==> config.mk <==
export PLATFORM = sky130hd
export DESIGN_NAME = aes_mix_columns_seq_flat
export DESIGN_NICKNAME = d
export VERILOG_FILES = /design/src/rtl/aes_mix_columns_seq_if.sv /design/src/rtl/aes_mix_columns_seq.sv /design/src/flat_wrapper.sv
export SDC_FILE = /design/constraint.sdc
export NUM_CORES = 1
export LEC_CHECK = 0
export CORE_ASPECT_RATIO = 1.5
export CORE_MARGIN = 2
export CORE_UTILIZATION = 50
export DETAILED_ROUTE_END_ITERATION = 10
export PLACE_DENSITY = 0.82
export SYNTH_ARGS = -nofsm -noshare
export SYNTH_HDL_FRONTEND = slang
export SYNTH_SLANG_ARGS = --single-unit
==> constraint.sdc <==
create_clock -name clk_i -period 6.7 [get_ports clk_i]
set_input_delay 1.34 -clock clk_i [delete_from_list [all_inputs] [get_ports clk_i]]
set_output_delay 1.34 -clock clk_i [all_outputs]
set_load 0.005 [all_outputs]
==> src/rtl/aes_mix_columns_seq_if.sv <==
// Handshake bundle for the sequential AES MixColumns engine: input state channel,
// result channel and busy status. The slave modport is the engine side.
interface aes_mix_columns_seq_if;
    logic         in_valid_i;
    logic         in_ready_o;
    logic         fwd_ninv_i;
    logic [127:0] state_i;
    logic         out_valid_o;
    logic         out_ready_i;
    logic [127:0] state_o;
    logic         busy_o;

    modport slave (
        input  in_valid_i, fwd_ninv_i, state_i, out_ready_i,
        output in_ready_o, out_valid_o, state_o, busy_o
    );

    modport master (
        output in_valid_i, fwd_ninv_i, state_i, out_ready_i,
        input  in_ready_o, out_valid_o, state_o, busy_o
    );
endinterface

==> src/rtl/aes_mix_columns_seq.sv <==
// Full-state AES MixColumns / InvMixColumns engine; LANES columns per cycle over
// 4/LANES cycles, result held until the consumer accepts it.
module aes_mix_columns_seq #(
    parameter int LANES = 1
) (
    input logic                  clk_i,
    input logic                  rst_i,
    aes_mix_columns_seq_if.slave bus
);
    localparam int BEATS = 4 / LANES;
    localparam int CW    = (BEATS > 1) ? $clog2(BEATS) : 1;
    localparam logic [CW-1:0] LAST = CW'(BEATS - 1);

    if (LANES != 1 && LANES != 2 && LANES != 4) begin : g_bad_lanes
        $error("aes_mix_columns_seq: LANES must be 1, 2 or 4");
    end

    typedef enum logic [1:0] {IDLE, CALC, HOLD} state_t;

    state_t        state_q, state_d;
    logic [CW-1:0] cnt_q;
    logic          mode_q;
    logic [127:0]  din_q;
    logic [127:0]  result_q;
    logic [31:0]   lane_out [LANES];
    logic          in_ready;
    logic          load;

    function automatic logic [7:0] xtime(input logic [7:0] a);
        return {a[6:0], 1'b0} ^ (8'h1b & {8{a[7]}});
    endfunction

    // Coefficients never exceed 0x0e, so four shift-and-add steps suffice.
    function automatic logic [7:0] gmul(input logic [7:0] a, input logic [3:0] c);
        logic [7:0] p;
        logic [7:0] x;
        p = 8'h00;
        x = a;
        for (int i = 0; i < 4; i++) begin
            if (c[i]) p ^= x;
            x = xtime(x);
        end
        return p;
    endfunction

    // Row i uses coefficient k[(j - i) mod 4] for input row j (circulant, rotated right by i).
    function automatic logic [31:0] mix_col(input logic [31:0] col, input logic fwd);
        logic [3:0]  k [4];
        logic [7:0]  a [4];
        logic [7:0]  r;
        logic [1:0]  idx;
        logic [31:0] res;
        if (fwd) k = '{4'h2, 4'h3, 4'h1, 4'h1};
        else     k = '{4'he, 4'hb, 4'hd, 4'h9};
        for (int j = 0; j < 4; j++) a[j] = col[31-8*j -: 8];
        res = '0;
        for (int i = 0; i < 4; i++) begin
            r = 8'h00;
            for (int j = 0; j < 4; j++) begin
                idx = 2'(j - i);
                r ^= gmul(a[j], k[idx]);
            end
            res[31-8*i -: 8] = r;
        end
        return res;
    endfunction

    always_comb begin
        for (int l = 0; l < LANES; l++) begin
            lane_out[l] = mix_col(din_q[127-32*(int'(cnt_q)*LANES+l) -: 32], mode_q);
        end
    end

    // The ready path from out_ready_i is combinational so HOLD can hand off straight into CALC.
    assign in_ready = (state_q == IDLE) | ((state_q == HOLD) & bus.out_ready_i);
    assign load     = bus.in_valid_i & in_ready;

    always_comb begin
        // NOTE: default first so every path assigns state_d and no latch is inferred.
        state_d = state_q;
        unique case (state_q)
            IDLE:    if (load) state_d = CALC;
            CALC:    if (cnt_q == LAST) state_d = HOLD;
            HOLD: begin
                if (load)                 state_d = CALC;
                else if (bus.out_ready_i) state_d = IDLE;
            end
            default: state_d = IDLE;
        endcase
    end

    always_ff @(posedge clk_i) begin
        // NOTE: non-blocking assignments only; the data registers are reset too so state_o reads 0 after reset.
        if (!rst_i) begin
            state_q  <= IDLE;
            cnt_q    <= '0;
            mode_q   <= 1'b0;
            din_q    <= '0;
            result_q <= '0;
        end else begin
            state_q <= state_d;
            if (load) begin
                din_q  <= bus.state_i;
                mode_q <= bus.fwd_ninv_i;
                cnt_q  <= '0;
            end else if (state_q == CALC) begin
                for (int l = 0; l < LANES; l++) begin
                    result_q[127-32*(int'(cnt_q)*LANES+l) -: 32] <= lane_out[l];
                end
                cnt_q <= (cnt_q == LAST) ? '0 : cnt_q + 1'b1;
            end
        end
    end

    assign bus.in_ready_o  = in_ready;
    assign bus.out_valid_o = (state_q == HOLD);
    assign bus.busy_o      = (state_q != IDLE);
    assign bus.state_o     = result_q;
endmodule

==> src/flat_wrapper.sv <==
// flat-port wrapper written by rule: the top's interface ports become plain ports
module aes_mix_columns_seq_flat 
#(
    parameter int LANES = 1
)
  (clk_i, rst_i, bus_in_valid_i, bus_fwd_ninv_i, bus_state_i, bus_out_ready_i, bus_in_ready_o, bus_out_valid_o, bus_state_o, bus_busy_o);
  aes_mix_columns_seq_if bus_i ();
  input logic clk_i;
  input logic rst_i;
  input wire logic [$bits(bus_i.in_valid_i)-1:0] bus_in_valid_i;
  input wire logic [$bits(bus_i.fwd_ninv_i)-1:0] bus_fwd_ninv_i;
  input wire logic [$bits(bus_i.state_i)-1:0] bus_state_i;
  input wire logic [$bits(bus_i.out_ready_i)-1:0] bus_out_ready_i;
  output wire logic [$bits(bus_i.in_ready_o)-1:0] bus_in_ready_o;
  output wire logic [$bits(bus_i.out_valid_o)-1:0] bus_out_valid_o;
  output wire logic [$bits(bus_i.state_o)-1:0] bus_state_o;
  output wire logic [$bits(bus_i.busy_o)-1:0] bus_busy_o;
  assign bus_i.in_valid_i = bus_in_valid_i;
  assign bus_i.fwd_ninv_i = bus_fwd_ninv_i;
  assign bus_i.state_i = bus_state_i;
  assign bus_i.out_ready_i = bus_out_ready_i;
  assign bus_in_ready_o = bus_i.in_ready_o;
  assign bus_out_valid_o = bus_i.out_valid_o;
  assign bus_state_o = bus_i.state_o;
  assign bus_busy_o = bus_i.busy_o;
  aes_mix_columns_seq #(.LANES(LANES)) u_core (.clk_i(clk_i), .rst_i(rst_i), .bus(bus_i));
endmodule
# After elaboration in Yosys (flattened, before gate mapping)
# Index checks and enable logic that the tools add are counted.
totals:
  ramBits: 0
  n_memories: 0
  rom_bits: 0
  output_inout_bits: 131
  word_cells: 171
  reg_bits: 261
  latch_bits: 0
  in_bits: 133
classes:
  n_eq_ne: 6
  bitwise_logic: 77
  reduce_logical: 5
  div: 0
  n_addsub: 3
  shift: 3
  order_cmp: 0
  n_mux: 72
  n_mul: 0
ops:
  columns: ["operator", "n"]
  rows:
  - ["$mux W8", 64]
  - ["$xor A8 B8 Y8", 60]
  - ["$shift A32 B33 Y159 const A", 1]
  - ["$shiftx A159 B8 Y32", 1]
  - ["$shiftx A32 B33 Y159", 1]
  - ["$bwmux W128", 1]
  - ["$xor A8 B5 Y8", 12]
  - ["$neg A8 Y33", 1]
  - ["$mux W16", 1]
  - ["$mux W2", 5]
  - ["$sub A7 B7 Y8 const A", 1]
  - ["$pmux W2 S3", 1]
  - ["$eq A2 B2 Y1 const B", 2]
  - ["$ne A2 B1 Y1 const B", 2]
  - ["$ne A3 B2 Y1 const B", 1]
  - ["$reduce_and A3 Y1", 1]
  - ["$add A2 B1 Y2 const B", 1]
  - ["$and A1 B1 Y1", 2]
  - ["$eq A2 B1 Y1 const B", 1]
  - ["$logic_not A2 Y1", 1]
  - ["$not A1 Y1", 2]
  - ["$reduce_and A2 Y1", 1]
  - ["$reduce_bool A2 Y1", 1]
  - ["$reduce_or A2 Y1", 1]
  - ["$or A1 B1 Y1", 1]

# Longest topological paths before layout
# Gate-level depths: netlist of the first run.
depth:
  depth_word: 14
  depth_mapped: 11
  ltp_nobuf: 7

# Worst setup path before layout of the first run
# No wires, ideal clock.
synth_path:
  kind: "reg2reg"
  startpoint: "register u_core.cnt_q[0]"
  endpoint: "register u_core.result_q[37] (netlist: u_core.bus.state_o[37])"
  synth_period_minus_slack_ps: 3034
  slack_ps: 3666
  n_path_buf: 2
  arrival_time_ps: 2917
  setup_ps: 117
  stages_incl_launch_ff: 10
  t_required_ps: 6583
  cell_sequence: "dfxtp_1 -> buf_6 -> mux4_1 -> buf_4 -> xnor2_2 -> xnor3_1 -> xnor3_1 -> nor2_2 -> xnor3_1 -> a22o_1"
synth_between:
  elab_chain_len: 14
  elab_cells_between_ends: 142
  classes_between: "add/sub (2); shift (3); mux (65); bitwise (72)"
synth_lines:
  columns: ["item", "line", "text"]
  rows:
  - ["from (decl)", "aes_mix_columns_seq.sv:21", "logic [CW-1:0] cnt_q;"]
  - ["from (signal assigned)", "aes_mix_columns_seq.sv:110", "cnt_q <= (cnt_q == LAST) ? '0 : cnt_q + 1'b1;"]
  - ["$sub A7 B7 Y8 *", "aes_mix_columns_seq.sv:70, aes_mix_columns_seq.sv:108", null]
  - ["$shiftx A159 B8 Y32", "aes_mix_columns_seq.sv:70", "lane_out[l] = mix_col(din_q[127-32*(int'(cnt_q)*LANES+l) -: 32], mode_q);"]
  - ["$mux W8 / $xor A8 B5 Y8 (equally long branches)", "aes_mix_columns_seq.sv:40, aes_mix_columns_seq.sv:30", null]
  - ["$xor A8 B8 Y8", "aes_mix_columns_seq.sv:40", "if (c[i]) p ^= x;"]
  - ["$mux W8", "aes_mix_columns_seq.sv:40", null]
  - ["$xor A8 B8 Y8", "aes_mix_columns_seq.sv:40", null]
  - ["$mux W8", "aes_mix_columns_seq.sv:40", null]
  - ["$xor A8 B8 Y8", "aes_mix_columns_seq.sv:40", null]
  - ["$mux W8", "aes_mix_columns_seq.sv:40", null]
  - ["$xor A8 B8 Y8 (3 in series)", "aes_mix_columns_seq.sv:61", "r ^= gmul(a[j], k[idx]);"]
  - ["$shiftx A32 B33 Y159", "aes_mix_columns_seq.sv:108", "result_q[127-32*(int'(cnt_q)*LANES+l) -: 32] <= lane_out[l];"]
  - ["$bwmux W128 *", "aes_mix_columns_seq.sv:108", null]
  - ["to (signal, indexed assignment)", "aes_mix_columns_seq.sv:108", null]
  - ["to (decl)", "aes_mix_columns_seq.sv:24", "logic [127:0] result_q;"]
# Mark *: on every way between the ends. The rest lies on a longest branch, timed or not.
# A chain may end at the register's enable or synchronous reset.

# Final worst setup path of the first run
layout_path:
  startpoint: "input bus_out_ready_i"
  endpoint: "output bus_in_ready_o"
layout_between:
  elab_chain_len: 2
layout_lines:
  columns: ["item", "line", "text"]
  rows:
  - ["from (decl)", "flat_wrapper.sv:13", "input wire logic [$bits(bus_i.out_ready_i)-1:0] bus_out_ready_i;"]
  - ["$and A1 B1 Y1", "aes_mix_columns_seq.sv:75", "assign in_ready = (state_q == IDLE) | ((state_q == HOLD) & bus.out_ready_i);"]
  - ["$or A1 B1 Y1", "aes_mix_columns_seq.sv:75", null]
  - ["to (decl)", "flat_wrapper.sv:14", "output wire logic [$bits(bus_i.in_ready_o)-1:0] bus_in_ready_o;"]
# Every way passes these cells.

==> results of run 1 <==
[routing by layer]
metal | vias up | global-route usage | wire, µm
li1 | 4543 | - | -
met1 | 4485 | 0.285 | 12700
met2 | 327 | 0.461 | 17100
met3 | 72 | 0.0288 | 1460
met4 | 0 | 0.0964 | 1150
met5 | - | 0 | 0
[stage by stage]
step / area, µm² / std cells / setup WS [ps] / power [mW] / hold slack [ps]
6_report: 15700 / 1777 / 2460 / 4.58 / 449
5_1_grt: 15700 / 1777 / 2400 / 4.78 / 479
4_1_cts: 15700 / 1776 / 2440 / 4.61 / 453
3_5_place_dp: 15000 / 1737 / 2450 / 3.28 / 443
3_3_place_gp: 15000 / 1737 / 2450 / 3.24 / 435
2_1_floorplan: 12300 / 1240 / 3670 / 2.78 / 439
[registers in the layout, indices dropped and copies added, names as in the netlist]
name                flops
u_core.bus.state_o    128
u_core.cnt_q            2
u_core.state_q          2
u_core.din_q          128
u_core.mode_q           1
[synthesized netlist by cell type, types with 4 or more instances]
library cell,count
xnor2_1,112
nand2_1,320
xnor3_1,31
nor3_1,4
xnor2_2,9
buf_2,11
buf_4,5
a22o_1,60
clkbuf_1,70
xnor2_4,5
mux4_2,29
a21boi_0,130
buf_1,4
nor2b_1,27
xor2_2,6
and2_1,9
o21ai_1,14
ha_1,4
xor2_1,26
nor2_1,19
a22oi_1,20
dfxtp_1,261
o21ai_0,37
[critical path, cell delays in order]
cell and delay, ps:
clkdlybuf4s50_1 460, inv_1 50, a21oi_1 410, clkdlybuf4s50_1 630
[worst min path at each step]
stage                                                      end  slack [ps]                            startpoint  depth (start not counted)
after floorplan                  u_core.din_q[70]$_SDFFE_PN0P_         440         u_core.din_q[70]$_SDFFE_PN0P_                          2
after global placement     u_core.bus.state_o[81]$_SDFFE_PN0P_         430   u_core.bus.state_o[81]$_SDFFE_PN0P_                          2
after detailed placement   u_core.bus.state_o[16]$_SDFFE_PN0P_         440   u_core.bus.state_o[16]$_SDFFE_PN0P_                          2
after CTS                 u_core.bus.state_o[116]$_SDFFE_PN0P_         450  u_core.bus.state_o[116]$_SDFFE_PN0P_                          2
after global routing       u_core.bus.state_o[11]$_SDFFE_PN0P_         480   u_core.bus.state_o[11]$_SDFFE_PN0P_                          2
final                     u_core.bus.state_o[116]$_SDFFE_PN0P_         450  u_core.bus.state_o[116]$_SDFFE_PN0P_                          2
[where the power goes]
group          leakage, nW  internal (mW)  switching [mW]  total, mW
clock network        0.373          0.770           0.571       1.34
registers             2.13           1.65          0.0557       1.71
logic                 3.31          0.717           0.822       1.54
[kinds of logic (layout without fill, tap and decap cells)]
logic type	Yosys count	count (layout)	share of synthesized area
simple gates	384	384	0.126
flops	261	261	0.424
fa+ha+maj	4	4	0.00406
buf+inv	99	311	0.0377
mux	36	36	0.0627
xor+xnor	191	191	0.189
compound gates	265	265	0.156
other cells	0	1	0
[cell type report]
class | count | share of cell area
repair buffers | 269 | 0.170
clock inverters | 10 | 0.00843
diodes | 1 | 0.000159
flip-flops and latches | 261 | 0.332
inverters | 3 | 0.000716
clock buffers | 29 | 0.0393
multi-input cells | 880 | 0.423
well taps | 324 | 0.0258
==> flow_metrics.py, run 1 <==
metrics = {
    "cts": {
        "clock-sinks": 261,
        "tritoncts": "built",
        "h-tree-depth": 1,
        "clk_pin_slew_worst_paths_ps": 60,
        "numCtsBuffers": 23,
        "cts_resized": 0,
        "holdBufCountCts": 0,
        "insertion_delay_ps": 510,
        "cts_setup_buffers": 0,
        "cts-root-buf": "clkbuf_16",
        "clk_path_buf_depth": 3,
    },
    "floorplan": {
        "ios": 264,
        "die_w_um": 132,
        "die-area_um2": 26000,
        "rows": 70,
        "core_area_um2": 24300,
        "die_h_um": 196,
        "initial_utilization": 0.507,
    },
    "min_path": {
        "min-delay-path-class": "reg -> reg",
    },
    "finish": {
        "area_delta_synth_final_pct": 27.5,
        "mostFrequentLayoutCells": "319 x nand2_1, 262 x clkdlybuf4s50_1, 259 x dfxtp_1, 130 x a21boi_0, 112 x xnor2_1",
        "final_core_util": 0.646,
        "layout_commonest_cell": "nand2_1",
        "nFillCells": 2022,
        "multi_input_area_um2": 6650,
        "drive_gt1_frac": 0.0702,
        "regArea_um2": 5230,
        "finalNetCount": 1575,
    },
    "yosys": {
        "synth_nets": 1377,
        "synth_top_cell_area_share": 0.424,
        "synth_ff_type": "dfxtp_1",
        "synth.area.top_cells": "dfxtp_1 42%, nand2_1 9.7%, xnor2_1 8.0%, a21boi_0 7.9%, xnor3_1 5.7%",
        "synthArstFlopShare": 0,
        "syn_area_per_cell_um2": 9.95,
        "synth_cells": 1240,
        "ys_warn_count": 0,
        "synth_seq_cells": 261,
        "synth_top_area_cell": "dfxtp_1",
        "yosysSeqAreaShare": 0.424,
        "yosys.cell_types.count": 37,
        "netlist_area_um2": 12300,
        "synth_edf_count": 0,
    },
    "routing": {
        "drc": 0,
        "wl_per_cell_um": 18.2,
        "antenna_left": 0,
        "firstDrtPassIters": 5,
        "viasPerCell": 5.31,
        "drt_iter0_drc": 481,
        "vias": 9427,
        "drt_wl_total_um": 32400,
    },
    "global_route": {
        "grt_max_degree": 139,
        "grt_pass1_wl_um": 51100,
        "grtUsageTotal": 0.246,
        "grt_pass1_vias": 9556,
        "overflow": 0,
        "antenna_found_initial": 1,
    },
    "worst_setup_path": {
        "r2r-end": "u_core.bus.state_o[37]$_SDFFE_PN0P_",
        "start_kind": "input pin",
        "r2r_slack_ps": 2740,
        "r2r.worst_path.cells": 8,
        "cp_data_arrival_time_ps": 2900,
        "cp_max_fo": 3,
        "cp-endpoint": "bus_in_ready_o",
        "r2r_start": "u_core.cnt_q[1]$_SDFFE_PP0P_",
        "critPathKind": "in -> out",
        "startpoint": "bus_out_ready_i",
        "endpoint_kind": "primary output",
        "crit_required_ps": 5360,
    },
    "pwr": {
        "leakage_nw": 5.81,
        "ir_drop_v": 0.000223,
        "powerDensity_nw_per_um2": 292,
    },
    "sta": {
        "rsz0062_at_grt": "no",
        "finalCritPeriodShare": 0.633,
        "max_slew_margin": 0.196,
        "tns_ps": 0,
        "slew_violations": 0,
        "finalSetupViolations": 0,
        "fin_worst_skew_ps": 12.5,
        "layout_min_cycle_time_ps": 4240,
        "finalHoldViolations": 0,
        "tightest_slew_ps": 1210,
        "fmax_mhz": 236,
    },
    "placement": {
        "routabilityCongestion": 0.950,
        "place_hpwl_um": 24100,
        "portBuffers": 263,
    },
    "run": {
        "maxCapViolations": 0,
    },
    "run_status": {
        "outcome": "complete, no violations",
    },
}
(Power assumes the default switching activity.)
==> run 2: changes to the inputs <==
==> constraint.sdc (replaced) <==
create_clock -name clk_i -period 4.35 [get_ports clk_i]
set_input_delay 0.87 -clock clk_i [delete_from_list [all_inputs] [get_ports clk_i]]
set_output_delay 0.87 -clock clk_i [all_outputs]
set_load 0.005 [all_outputs]
==> flow_metrics.py, run 2 (synthesis gave the netlist of run 1 again) <==
metrics = {
    "cts": {
        "numCtsBuffers": 23,
        "cts_resized": 0,
        "tritoncts": "built",
        "clk_path_buf_depth": 3,
        "clk_pin_slew_worst_paths_ps": 70,
        "h-tree-depth": 1,
        "clock-sinks": 261,
        "cts_setup_buffers": 0,
        "insertion_delay_ps": 510,
        "holdBufCountCts": 0,
        "cts-root-buf": "clkbuf_16",
    },
    "finish": {
        "regArea_um2": 5230,
        "finalNetCount": 1584,
        "diodes": 0,
        "layout_commonest_cell": "nand2_1",
        "multi_input_area_um2": 6650,
        "area_delta_synth_final_pct": 28.9,
        "nFillCells": 1999,
        "drive_gt1_frac": 0.0773,
        "mostFrequentLayoutCells": "319 x nand2_1, 262 x clkdlybuf4s50_1, 259 x dfxtp_1, 130 x a21boi_0, 112 x xnor2_1",
        "final_core_util": 0.653,
    },
    "min_path": {
        "whs_endpoint": "u_core.bus.state_o[81]$_SDFFE_PN0P_",
        "min_from": "u_core.bus.state_o[81]$_SDFFE_PN0P_",
        "whs_path_depth": 2,
        "min-delay-path-class": "reg -> reg",
    },
    "placement": {
        "dp_worst_setup_slack_ps": 787,
        "portBuffers": 263,
        "routabilityCongestion": 0.953,
        "place_hpwl_um": 25200,
    },
    "pwr": {
        "leakage_nw": 5.90,
        "finalPower_mw": 7.23,
        "ir_drop_v": 0.000287,
        "powerDensity_nw_per_um2": 455,
    },
    "routing": {
        "firstDrtPassIters": 7,
        "drc": 0,
        "drt_iter0_drc": 547,
        "antenna_left": 0,
        "wl_per_cell_um": 18.8,
        "drt_wl_total_um": 33700,
        "viasPerCell": 5.37,
        "vias": 9582,
    },
    "worst_setup_path": {
        "critPathKind": "reg -> reg",
        "crit_required_ps": 4710,
        "r2r-end": "u_core.bus.state_o[33]$_SDFFE_PN0P_",
        "r2r_slack_ps": 740,
        "cpMaxStageDelayCell": "mux4_2",
        "cp.depth": 7,
        "cp_cell_sequence": "mux4_2 -> xor2_2 -> xnor3_1 -> xor2_1 -> o21ai_0 -> xnor2_1 -> o21ai_0",
        "cp_max_fo": 17,
        "critPathBufInv": 0,
        "cpLargestDelayFamily": "XOR/XNOR gates",
        "cp_slowest_stage_delay_ps": 770,
        "start_kind": "flop",
        "critPathMostFrequentCell": "o21ai_0",
        "r2r_start": "u_core.cnt_q[1]$_SDFFE_PP0P_",
        "cp_data_arrival_time_ps": 3960,
        "endpoint_kind": "flop",
        "r2r.worst_path.cells": 7,
    },
    "global_route": {
        "grt_pass1_wl_um": 52600,
        "grt_pass1_vias": 9720,
        "overflow": 0,
        "antenna_found_initial": 0,
        "grtUsageTotal": 0.254,
        "grt_max_degree": 133,
    },
    "floorplan": {
        "die-area_um2": 26000,
        "die_w_um": 132,
        "core_area_um2": 24300,
        "die_h_um": 196,
        "rows": 70,
        "ios": 264,
        "initial_utilization": 0.507,
    },
    "sta": {
        "finalSetupViolations": 0,
        "slew_violations": 0,
        "finalHoldViolations": 0,
        "finalCritPeriodShare": 0.830,
        "fmax_mhz": 277,
        "layout_min_cycle_time_ps": 3610,
        "fin_worst_skew_ps": 8.46,
        "max_slew_margin": 0.230,
        "rsz0062_at_grt": "no",
        "worst_slack_ps": 741,
        "tns_ps": 0,
        "tightest_slew_ps": 1160,
        "timing.hold.ws_ps": 455,
    },
    "run_status": {
        "outcome": "complete, no violations",
    },
    "run": {
        "maxCapViolations": 0,
    },
}
==> run 2: cell types whose count changed in the layout (fill, tap and decap cells not counted), moves of 2 or more <==
cell,change
buf_4,+7
clkbuf_8,+3
buf_12,+2
bufinv_16,+2
clkinv_2,-2
==> run 2: worst register-to-register path: stages, from the launching register on <==
cell,delay [ps]
dfxtp_2,720
mux4_2,780
xor2_2,410
xnor3_1,600
xor2_1,200
o21ai_0,120
xnor2_1,400
o21ai_0,220
==> run 2: worst max-delay path by stage <==
| stage | startpoint | slack, ps | end |
|---|---|---|---|
| finish | u_core.cnt_q[1]$_SDFFE_PP0P_ | 740 | u_core.bus.state_o[33]$_SDFFE_PN0P_ |
| global route | u_core.cnt_q[1]$_SDFFE_PP0P_ | 570 | u_core.bus.state_o[107]$_SDFFE_PN0P_ |
| CTS | u_core.cnt_q[1]$_SDFFE_PP0P_ | 760 | u_core.bus.state_o[32]$_SDFFE_PN0P_ |
| detailed placement | u_core.cnt_q[1]$_SDFFE_PP0P_ | 790 | u_core.bus.state_o[64]$_SDFFE_PN0P_ |
| global placement | u_core.cnt_q[1]$_SDFFE_PP0P_ | 830 | u_core.bus.state_o[0]$_SDFFE_PN0P_ |
| floorplan | u_core.cnt_q[0]$_SDFFE_PP0P_ | 1320 | u_core.bus.state_o[37]$_SDFFE_PN0P_ |
==> run 2: cell type report <==
cell class                      count  area share
Tap cell                          324      0.0255
Multi-Input combinational cell    880       0.419
Inverter                            3    0.000708
Timing Repair Buffer              278       0.174
Clock buffer                       31      0.0413
Clock inverter                      9      0.0109
Sequential cell                   261       0.329
==> run 2: per-stage QoR <==
step	instances	cell area [µm²]
after floorplan	1240	12300
after global placement	1746	15100
after detailed placement	1746	15100
after CTS	1786	15900
after global routing	1786	15900
final	1786	15900
==> run 2: routing by layer <==
| metal | global-route usage | share of wire | wire [µm] | vias to the layer above |
|---|---|---|---|---|
| met2 | 0.476 | 0.53 | 18000 | 348 |
| met1 | 0.293 | 0.38 | 12700 | 4589 |
| met4 | 0.102 | 0.036 | 1230 | 0 |
| met3 | 0.0319 | 0.051 | 1720 | 77 |
| met5 | 0 | 0 | 0 | - |
| li1 | - | - | - | 4568 |
==> run 2: where the power goes <==
part	switching, mW	total, mW	internal (mW)
registers	0.0923	2.63	2.54
logic	1.25	2.36	1.11
clock network	0.877	2.23	1.35
==> run 3: changes to the inputs <==
==> constraint.sdc (replaced) <==
create_clock -name clk_i -period 3.59 [get_ports clk_i]
set_input_delay 0.718 -clock clk_i [delete_from_list [all_inputs] [get_ports clk_i]]
set_output_delay 0.718 -clock clk_i [all_outputs]
set_load 0.005 [all_outputs]
==> flow_metrics.py, run 3 (synthesis gave the netlist of run 1 again) <==
metrics = {
    "run_status": {
        "outcome": "complete, no violations",
    },
    "global_route": {
        "grt_pass1_wl_um": 52900,
        "overflow": 0,
        "grt_max_degree": 109,
        "grtUsageTotal": 0.257,
        "grt_pass1_vias": 9815,
        "antenna_found_initial": 0,
    },
    "cts": {
        "holdBufCountCts": 0,
        "clk_path_buf_depth": 3,
        "tritoncts": "built",
        "insertion_delay_ps": 530,
        "cts_resized": 0,
        "numCtsBuffers": 24,
        "cts_setup_buffers": 0,
        "clock-sinks": 261,
        "clk_pin_slew_worst_paths_ps": 70,
        "cts-root-buf": "clkbuf_16",
        "h-tree-depth": 1,
    },
    "sta": {
        "layout_min_cycle_time_ps": 3360,
        "rsz0062_at_grt": "no",
        "fin_worst_skew_ps": 20.3,
        "max_slew_margin": 0.556,
        "worst_slack_ps": 226,
        "tns_ps": 0,
        "fmax_mhz": 297,
        "finalCritPeriodShare": 0.937,
        "finalSetupViolations": 0,
        "finalHoldViolations": 0,
        "tightest_slew_ps": 665,
        "slew_violations": 0,
    },
    "min_path": {
        "min-delay-path-class": "reg -> reg",
    },
    "finish": {
        "layout_commonest_cell": "nand2_1",
        "final_core_util": 0.662,
        "mostFrequentLayoutCells": "319 x nand2_1, 262 x clkdlybuf4s50_1, 259 x dfxtp_1, 130 x a21boi_0, 111 x xnor2_1",
        "instances_no_fill": 1818,
        "nFillCells": 1962,
        "finalNetCount": 1617,
        "diodes": 0,
        "drive_gt1_frac": 0.0977,
        "area_delta_synth_final_pct": 30.7,
        "final_cell_area_um2": 16100,
    },
    "floorplan": {
        "rows": 70,
        "die-area_um2": 26000,
        "ios": 264,
        "die_h_um": 196,
        "initial_utilization": 0.507,
        "core_area_um2": 24300,
        "die_w_um": 132,
    },
    "worst_setup_path": {
        "cpMaxStageDelayCell": "dfxtp_2",
        "critPathBufInv": 2,
        "cp_slowest_stage_delay_ps": 570,
        "crit_required_ps": 4000,
        "r2r_slack_ps": 230,
        "cp_max_fo": 12,
        "critPathKind": "reg -> reg",
        "start_kind": "flop",
        "endpoint_kind": "flop",
        "cp_cell_sequence": "buf_4 -> buf_4 -> mux4_2 -> xor2_4 -> xnor3_1 -> nor2_2 -> xnor3_1 -> a22oi_1 -> nor2b_1",
        "cp_data_arrival_time_ps": 3780,
        "cpLargestDelayFamily": "XOR/XNOR gates",
    },
    "placement": {
        "dp_worst_setup_slack_ps": 47.9,
        "portBuffers": 263,
        "dp.cells": 1778,
        "routabilityCongestion": 0.965,
        "dpl_cell_area_um2": 15300,
        "place_hpwl_um": 25900,
    },
    "routing": {
        "firstDrtPassIters": 5,
        "drc": 0,
        "drt_wl_total_um": 33800,
        "vias": 9617,
        "antenna_left": 0,
        "wl_per_cell_um": 18.6,
        "viasPerCell": 5.29,
        "drt_iter0_drc": 605,
    },
    "run": {
        "maxCapViolations": 0,
    },
    "pwr": {
        "leakage_nw": 6.05,
        "powerDensity_nw_per_um2": 538,
        "ir_drop_v": 0.000383,
    },
}
[run 3: worst register-to-register path, delay by kind of cell (launching register included)]
| family | cells | cell delay, ps |
|---|---|---|
| buffers and inverters | 2 | 400 |
| flip-flops | 1 | 570 |
| multiplexers | 1 | 510 |
| AND/OR/NAND/NOR | 2 | 280 |
| AO/OA/AOI/OAI | 1 | 190 |
| XOR/XNOR | 3 | 1300 |
[run 3: path summary, 6_finish.rpt]
path / from / to / cells past startpoint
min reg2reg: u_core.bus.state_o[116]$_SDFFE_PN0P_ / u_core.bus.state_o[116]$_SDFFE_PN0P_ / 2
min: u_core.bus.state_o[116]$_SDFFE_PN0P_ / u_core.bus.state_o[116]$_SDFFE_PN0P_ / 2
max reg2reg: u_core.cnt_q[0]$_SDFFE_PP0P_ / u_core.bus.state_o[72]$_SDFFE_PN0P_ / 9
max: u_core.cnt_q[0]$_SDFFE_PP0P_ / u_core.bus.state_o[72]$_SDFFE_PN0P_ / 9
[run 3: power by group]
part           switching [mW]  total [mW]  leakage (nW)  internal (mW)
logic                    1.52        2.95          3.54           1.43
clock network            1.06        2.54         0.385           1.48
registers               0.111        3.19          2.13           3.08
total                    2.69        8.68          6.05           5.99
[run 3: layout make-up]
class | count | area, µm² | area share
clock buffer | 36 | 737 | 0.0457
clock inverter | 4 | 47.5 | 0.00295
inverter | 3 | 11.3 | 0.000699
multi-input combinational | 880 | 6680 | 0.414
sequential | 261 | 5230 | 0.324
tap | 324 | 405 | 0.0252
timing repair buffer | 310 | 3010 | 0.187
[run 3: per-stage QoR]
stage	power (mW)	hold WS, ps
global placement	6.12	436
detailed placement	6.18	444
floorplan	5.20	439
finish	8.68	450
global route	9.07	482
CTS	8.70	453
[run 3: layer usage]
metal  part of all wire  routed length [µm]  global-route usage  vias to the layer above
met4              0.044                1490               0.119                        0
met2               0.53               17800               0.478                      344
met5                  0                   0                   0                        -
li1                   -                   -                   -                     4625
met1               0.38               12800               0.290                     4563
met3              0.049                1660              0.0345                       85
